`src/rtl/imem_loader_if.sv`:
```
// rtl/imem_loader_if.sv - byte-stream input and instruction-memory write bus of the loader
interface imem_loader_if #(
  parameter int ADDR_W = 32
);
  logic              in_valid;
  logic [7:0]        in_byte;
  logic              in_ready;
  logic              im_write_enable;
  logic [ADDR_W-1:0] im_write_address;
  logic [31:0]       im_write_data;

  // Byte source and memory observer side.
  modport master (
    output in_valid, in_byte,
    input  in_ready, im_write_enable, im_write_address, im_write_data
  );

  // Loader side: consumes bytes, drives memory writes.
  modport slave (
    input  in_valid, in_byte,
    output in_ready, im_write_enable, im_write_address, im_write_data
  );
endinterface

```
`src/rtl/imem_loader.sv`:
```
// rtl/imem_loader.sv - loads a length-prefixed big-endian program into imem, then releases the cpu
module imem_loader #(
  parameter int ADDR_W     = 32,
  parameter int DEPTH      = 1024,
  parameter int RESET_HOLD = 4
) (
  input  logic              clock,
  input  logic              reset,
  input  logic              start,
  input  logic [ADDR_W-1:0] base_address,
  imem_loader_if.slave      bus,
  output logic              cpu_reset_n,
  output logic              busy,
  output logic              done,
  output logic              error
);

  // A RESET_HOLD of 0 is treated as a single hold cycle.
  localparam int HOLD_LAST = (RESET_HOLD > 1) ? RESET_HOLD - 1 : 0;
  localparam int HOLD_W    = (HOLD_LAST > 0) ? $clog2(HOLD_LAST + 1) : 1;

  typedef enum logic [2:0] {
    IDLE,
    HDR,
    DATA,
    WRITE,
    RELEASE,
    DONE,
    ERR
  } state_t;

  state_t            state;
  state_t            next_state;

  logic [1:0]        byte_cnt;
  logic [23:0]       word;        // first three bytes of the word being assembled
  logic [31:0]       word_count;  // N from the header
  logic [31:0]       index;       // words written so far
  logic [ADDR_W-1:0] base_reg;
  logic [HOLD_W-1:0] hold_cnt;
  logic [ADDR_W-1:0] wr_addr;
  logic [31:0]       wr_data;

  logic              in_ready_w;
  logic              we_w;
  logic              accept;
  logic              last_byte;
  logic              start_load;
  logic [31:0]       assembled;

  assign accept     = bus.in_valid && (state == HDR || state == DATA);
  assign last_byte  = accept && (byte_cnt == 2'd3);
  assign assembled  = {word, bus.in_byte};
  assign start_load = start && !busy;

  assign bus.in_ready         = in_ready_w;
  assign bus.im_write_enable  = we_w;
  assign bus.im_write_address = wr_addr;
  assign bus.im_write_data    = wr_data;

  // State register; reset returns to IDLE without waiting for a clock edge.
  always_ff @(posedge clock or posedge reset) begin
    if (reset) begin
      state <= IDLE;
    end else begin
      state <= next_state;
    end
  end

  // Next-state decode and state-derived outputs.
  always_comb begin
    next_state  = state;
    in_ready_w  = 1'b0;
    we_w        = 1'b0;
    busy        = 1'b0;
    done        = 1'b0;
    error       = 1'b0;
    cpu_reset_n = 1'b0;
    case (state)
      IDLE: begin
        if (start) next_state = HDR;
      end
      HDR: begin
        in_ready_w = 1'b1;
        busy       = 1'b1;
        if (last_byte) begin
          if (assembled == 32'd0)              next_state = RELEASE;
          else if (assembled > 32'(DEPTH))     next_state = ERR;
          else                                 next_state = DATA;
        end
      end
      DATA: begin
        in_ready_w = 1'b1;
        busy       = 1'b1;
        if (last_byte) next_state = WRITE;
      end
      WRITE: begin
        we_w = 1'b1;
        busy = 1'b1;
        if (index + 32'd1 == word_count) next_state = RELEASE;
        else                             next_state = DATA;
      end
      RELEASE: begin
        busy = 1'b1;
        if (hold_cnt == HOLD_W'(HOLD_LAST)) next_state = DONE;
      end
      DONE: begin
        done = 1'b1;
        // A restart pulls the cpu back into reset in the same cycle.
        cpu_reset_n = !start;
        if (start) next_state = HDR;
      end
      ERR: begin
        error = 1'b1;
        if (start) next_state = HDR;
      end
      default: next_state = IDLE;
    endcase
  end

  // Datapath: word assembly, header capture, write pointer and release hold counter.
  always_ff @(posedge clock or posedge reset) begin
    if (reset) begin
      byte_cnt   <= 2'd0;
      word       <= 24'd0;
      word_count <= 32'd0;
      index      <= 32'd0;
      base_reg   <= '0;
      hold_cnt   <= '0;
      wr_addr    <= '0;
      wr_data    <= 32'd0;
    end else begin
      if (start_load) begin
        base_reg <= base_address;
        index    <= 32'd0;
        byte_cnt <= 2'd0;
      end
      if (accept) begin
        word     <= assembled[23:0];
        byte_cnt <= byte_cnt + 2'd1;
      end
      if (state == HDR && last_byte) begin
        word_count <= assembled;
      end
      // Address and data are registered here so they hold after the strobe drops.
      if (state == DATA && last_byte) begin
        wr_addr <= base_reg + ADDR_W'(index);
        wr_data <= assembled;
      end
      if (state == WRITE) begin
        index <= index + 32'd1;
      end
      if (state == RELEASE) hold_cnt <= hold_cnt + 1'b1;
      else                  hold_cnt <= '0;
    end
  end

endmodule

```
`src/flat_wrapper.sv`:
```
// flat-port wrapper written by rule: the top's interface ports become plain ports
module imem_loader_flat 
#(
  parameter int ADDR_W     = 32,
  parameter int DEPTH      = 1024,
  parameter int RESET_HOLD = 4
)
  (clock, reset, start, base_address, cpu_reset_n, busy, done, error, bus_in_valid, bus_in_byte, bus_in_ready, bus_im_write_enable, bus_im_write_address, bus_im_write_data);
  imem_loader_if #(.ADDR_W(ADDR_W)) bus_i ();
  input  logic clock;
  input  logic reset;
  input  logic start;
  input  logic [ADDR_W-1:0] base_address;
  output logic cpu_reset_n;
  output logic busy;
  output logic done;
  output logic error;
  input wire logic [$bits(bus_i.in_valid)-1:0] bus_in_valid;
  input wire logic [$bits(bus_i.in_byte)-1:0] bus_in_byte;
  output wire logic [$bits(bus_i.in_ready)-1:0] bus_in_ready;
  output wire logic [$bits(bus_i.im_write_enable)-1:0] bus_im_write_enable;
  output wire logic [$bits(bus_i.im_write_address)-1:0] bus_im_write_address;
  output wire logic [$bits(bus_i.im_write_data)-1:0] bus_im_write_data;
  assign bus_i.in_valid = bus_in_valid;
  assign bus_i.in_byte = bus_in_byte;
  assign bus_in_ready = bus_i.in_ready;
  assign bus_im_write_enable = bus_i.im_write_enable;
  assign bus_im_write_address = bus_i.im_write_address;
  assign bus_im_write_data = bus_i.im_write_data;
  imem_loader #(.ADDR_W(ADDR_W), .DEPTH(DEPTH), .RESET_HOLD(RESET_HOLD)) u_core (.clock(clock), .reset(reset), .start(start), .base_address(base_address), .bus(bus_i), .cpu_reset_n(cpu_reset_n), .busy(busy), .done(done), .error(error));
endmodule
```
`config.mk`:
```
export PLATFORM = sky130hd
export DESIGN_NAME = imem_loader_flat
export DESIGN_NICKNAME = d
export VERILOG_FILES = /design/src/rtl/imem_loader_if.sv /design/src/rtl/imem_loader.sv /design/src/flat_wrapper.sv
export SDC_FILE = /design/constraint.sdc
export NUM_CORES = 1
export LEC_CHECK = 0
export CAP_MARGIN = 20
export CORE_MARGIN = 3
export CORE_UTILIZATION = 45
export DETAILED_ROUTE_END_ITERATION = 10
export PLACE_DENSITY = 0.69
export SYNTH_ARGS = -nofsm -noshare
export SYNTH_HDL_FRONTEND = slang
export SYNTH_SLANG_ARGS = --single-unit
```
`constraint.sdc`:
```
create_clock -name clock -period 9.3 [get_ports clock]
set_input_delay 1.86 -clock clock [delete_from_list [all_inputs] [get_ports clock]]
set_output_delay 1.86 -clock clock [all_outputs]
set_load 0.03 [all_outputs]
```
==> run summary <==
The flow ran to the end, and the final reports show no timing, DRC or antenna violations. The total buffers and inverters traversed by the critical path came out at 2. From synthesis to final layout, the design area changed by 19.32%. The number of buffers added by the clock tree synthesis step is 17.

At the worst endpoint, the arrival time is 3.25 ns. In this run the core area contains 54 standard-cell rows. Following the worst setup path forward leads to its endpoint at cpu_reset_n. The die footprint came out at 0.02462 mm². The quantity of hold-fixing buffers added after cts came out at 0.

The kind of cell adding the most delay to the critical path is buffers and inverters. TritonCTS built the clock tree. The worst register-to-register path has a setup slack of 5.90 ns. The final antenna diode count is 0. The synthesized design contains 0 enable-type register cells. Among all stages on the critical path, the largest delay is contributed by clkdlybuf4s50_1. In the routed layout, each cell is associated on average with a via count of 5.647. The fill cell instance count of the final layout is 1938. The maximum number of buffers from clock root to sink is 2.

The final critical path time including I/O delays and setup came out at 5.110 ns. The setup TNS after final layout came out at 0 ns. The finished cells cover 0.01223 mm². The core area is 0.02209 mm².

The footprint of the flip-flops and latches came out at 0.004780 mm². The x dimension of the die came out at 156.9 µm. The slew of the pin with the lowest slew margin came out at 1.024 ns. The hold violation count in the final report was 0. The kind of path behind the tightest hold check is reg -> reg. The startpoint identified for the worst register-to-register timing path is u_core.index[6]. The total power came out at 2924 µW.

The first-pass detailed-route iteration total came out at 5. The sequential fraction of the synthesis area is 46.64%. The effective utilization at floorplan is between 40 and 50%. The most instantiated flip-flop cell in the synthesis netlist is dfrtp_1. The detailed router finished its first iteration with 583 violations. For this design the ratio of total power to cell area is about 240 mW/mm². After global routing the overflow that remains totals 0.

The number of buffers added on ports came out at 113. Synthesis produced a netlist with a net count of 1060. The share of cells above drive strength 1 came out at ~16%. The routability congestion estimate from global placement came out at 0.8818. The total of flip-flops plus latches after synthesis came out at 191. The leakage power figure is approximately 0.0054 µW. STA classifies the critical path startpoint as a primary input. The routed length per placed instance came out at 17.27 µm.

The cell area after placement is around 0.012 mm². The number of pins exceeding their max-slew limit in the final report is 0. The number of nets in the finished design came out at roughly 1200. The critical path class is in -> out. The post-CTS repair timing setup buffer count came out at 0. Setup violations remaining at the end of the flow were counted as 0. The cell count of the worst reg-to-reg path is 8.

The latest clock arrival within the worst-skew pair came out at 0.44 ns. Summing over every cut layer, the via total after detailed routing is 7725. The remaining antenna violation count came out at 0. The clock-pin slew of the registers on the worst-case setup and hold paths is ~0.07 ns.

The number of unique standard cell types used by synthesis is 60. Among the stages of the critical path, the cell type that occurs most often is clkdlybuf4s50_1. The remaining design rule violation count came out at 0.

The total stage count of the critical path is 3. The worst IR drop on VDD came out at 0.0001645 V. Setup repair after global routing left no endpoint under its margin.

The via count of the first global-routing pass came to 7535. Along the worst path, the maximum fanout reaches 5. The multi-input logic area came out at 0.005236 mm². Hold timing on the final database bottoms out at a slack of 0.4421 ns. The area of the mapped netlist came out at 0.01025 mm². The maximum clock skew at final layout is between 0.01 and 0.015 ns. After legalization and detailed placement, the total HPWL measured around 17000 µm.

The number of ports placed on the die boundary came out at 114. The overall die height came out at 156.9 µm. The largest net degree at the start of global routing is 100. The signal on the critical path passes through clkdlybuf4s50_1 -> nor3_1 -> clkdlybuf4s50_1. Based on the critical path, the design can be clocked at up to 195.7 MHz. In this run the tightest slew margin relative to its limit is 31.71%. The count of maximum capacitance violations came out at 0.

The required time of the critical path is roughly 7.4 ns. The clock sink count came out at approximately 190. The worst reg2reg path endpoint is u_core.state[1]. The wire length of the first global-routing pass is 39500 µm.

The share of async-settable or async-resettable flops after synthesis is 100.0%. The worst setup path is captured at a primary output. CTS built an H-tree with a depth of 4. The total number of yosys warnings came out at 0. Averaged over all synthesized cells, the footprint is 10.45 µm². In this design, the stage delay of the slowest critical-path cell is slightly below 0.7 ns.

The total of cells resized after clock tree synthesis came out at 0. The CTS root buffer is clkbuf_16. The initial antenna violation count is 0. The total routed wirelength is 23630 µm. The synthesized instance count is 981.

The critical path starts at start. The worst path uses 54.94% of the clock period. The total routing usage reported by global routing is 19.94%.
==> per-stage QoR <==
step                util, %  setup WS, ns  cells
floorplan                 -         2.241    981
global placement      52.55         4.193   1335
detailed placement    52.55         4.182   1335
CTS                   55.22         4.181   1367
global route          55.34         4.113   1368
finish                55.34         4.190   1368
==> worst min-delay path by stage <==
stage	startpoint	end	slack, ns	depth (start not counted)
after floorplan	u_core.hold_cnt[0]	u_core.hold_cnt[0]	0.41	1
after global placement	u_core.hold_cnt[0]	u_core.hold_cnt[0]	0.43	1
after detailed placement	u_core.hold_cnt[0]	u_core.hold_cnt[0]	0.43	1
after CTS	u_core.hold_cnt[0]	u_core.hold_cnt[0]	0.44	1
after global routing	u_core.hold_cnt[0]	u_core.hold_cnt[0]	0.48	1
final	u_core.hold_cnt[0]	u_core.hold_cnt[0]	0.44	1
==> area by class of cell <==
type,instances,area share (%)
Multi-Input combinational cell,728,42.83
Sequential cell,191,39.09
Timing Repair Buffer,120,9.844
Clock buffer,18,3.592
Tap cell,280,2.865
Clock inverter,14,1.218
Inverter,17,0.5628
==> worst reg2reg max path, stage by stage (launching register included) <==
cell and delay [ns]:
dfrtp_1 0.60, nand4_2 0.22, or3_1 0.60, nor3_2 0.69, and3_1 0.33, xnor2_1 0.14, o2111ai_1 0.15, nor4_2 0.43
a21oi_1 0.12
==> cells in the final DEF (no fill, tap or decap), types with 13 or more instances in the layout <==
| master | synthesis | routed |
|---|---|---|
| inv_1 | 17 | 16 |
| o21ai_0 | 99 | 99 |
| xor2_1 | 29 | 29 |
| nand2_1 | 93 | 93 |
| nor4_1 | 14 | 14 |
| clkbuf_16 | 0 | 17 |
| mux2_2 | 120 | 120 |
| nand3_1 | 26 | 26 |
| nand4_1 | 17 | 17 |
| a21o_1 | 15 | 15 |
| xnor2_1 | 42 | 42 |
| nor3_1 | 16 | 15 |
| dfrtp_1 | 191 | 191 |
| ha_1 | 34 | 34 |
| a21oi_1 | 44 | 44 |
| nor2_1 | 42 | 42 |
| o31ai_1 | 13 | 13 |
| clkdlybuf4s50_1 | 0 | 113 |
==> power breakdown <==
part	internal, µW	switching [µW]
logic	480	468
registers	1040	212
clock network	388	337
==> Yosys cell counts, types with 7 or more instances <==
master	count	area [µm²]
dfrtp_1	191	4780
nand2_1	93	349.1
and3_1	7	43.79
a21o_1	15	112.6
nand2b_1	7	43.79
nor3_1	16	80.08
xor2_1	29	254.0
a21oi_1	44	220.2
inv_1	17	63.81
nor4_1	14	87.58
a31oi_1	10	62.56
clkbuf_1	37	138.9
o31ai_1	13	97.59
ha_1	34	425.4
and4_1	7	61.31
nand4_1	17	106.4
nand3_1	26	130.1
nor2_1	42	157.7
a211oi_1	8	60.06
o21ai_0	99	495.5
xnor2_1	42	367.9
mux2_2	120	1351
==> logic make-up (layout without fill, tap and decap cells) <==
kind of cell | count (synthesis) | count (layout) | synth area share [%]
compound gates | 229 | 229 | 13.50
xor+xnor | 71 | 71 | 6.068
simple gates | 269 | 269 | 13.48
buf+inv | 62 | 169 | 2.381
flops | 191 | 191 | 46.64
mux | 123 | 123 | 13.48
fa+ha+maj | 36 | 36 | 4.444
==> metal layers <==
metal | routed length (µm) | share of wire (%) | track usage (%)
met4 | 359 | 1.5 | 5.419
met5 | 0 | 0 | 0
met3 | 878 | 3.7 | 3.492
met1 | 11700 | 49 | 28.99
met2 | 10700 | 45 | 30.95
No activity file was read; power rests on OpenSTA's default activity.
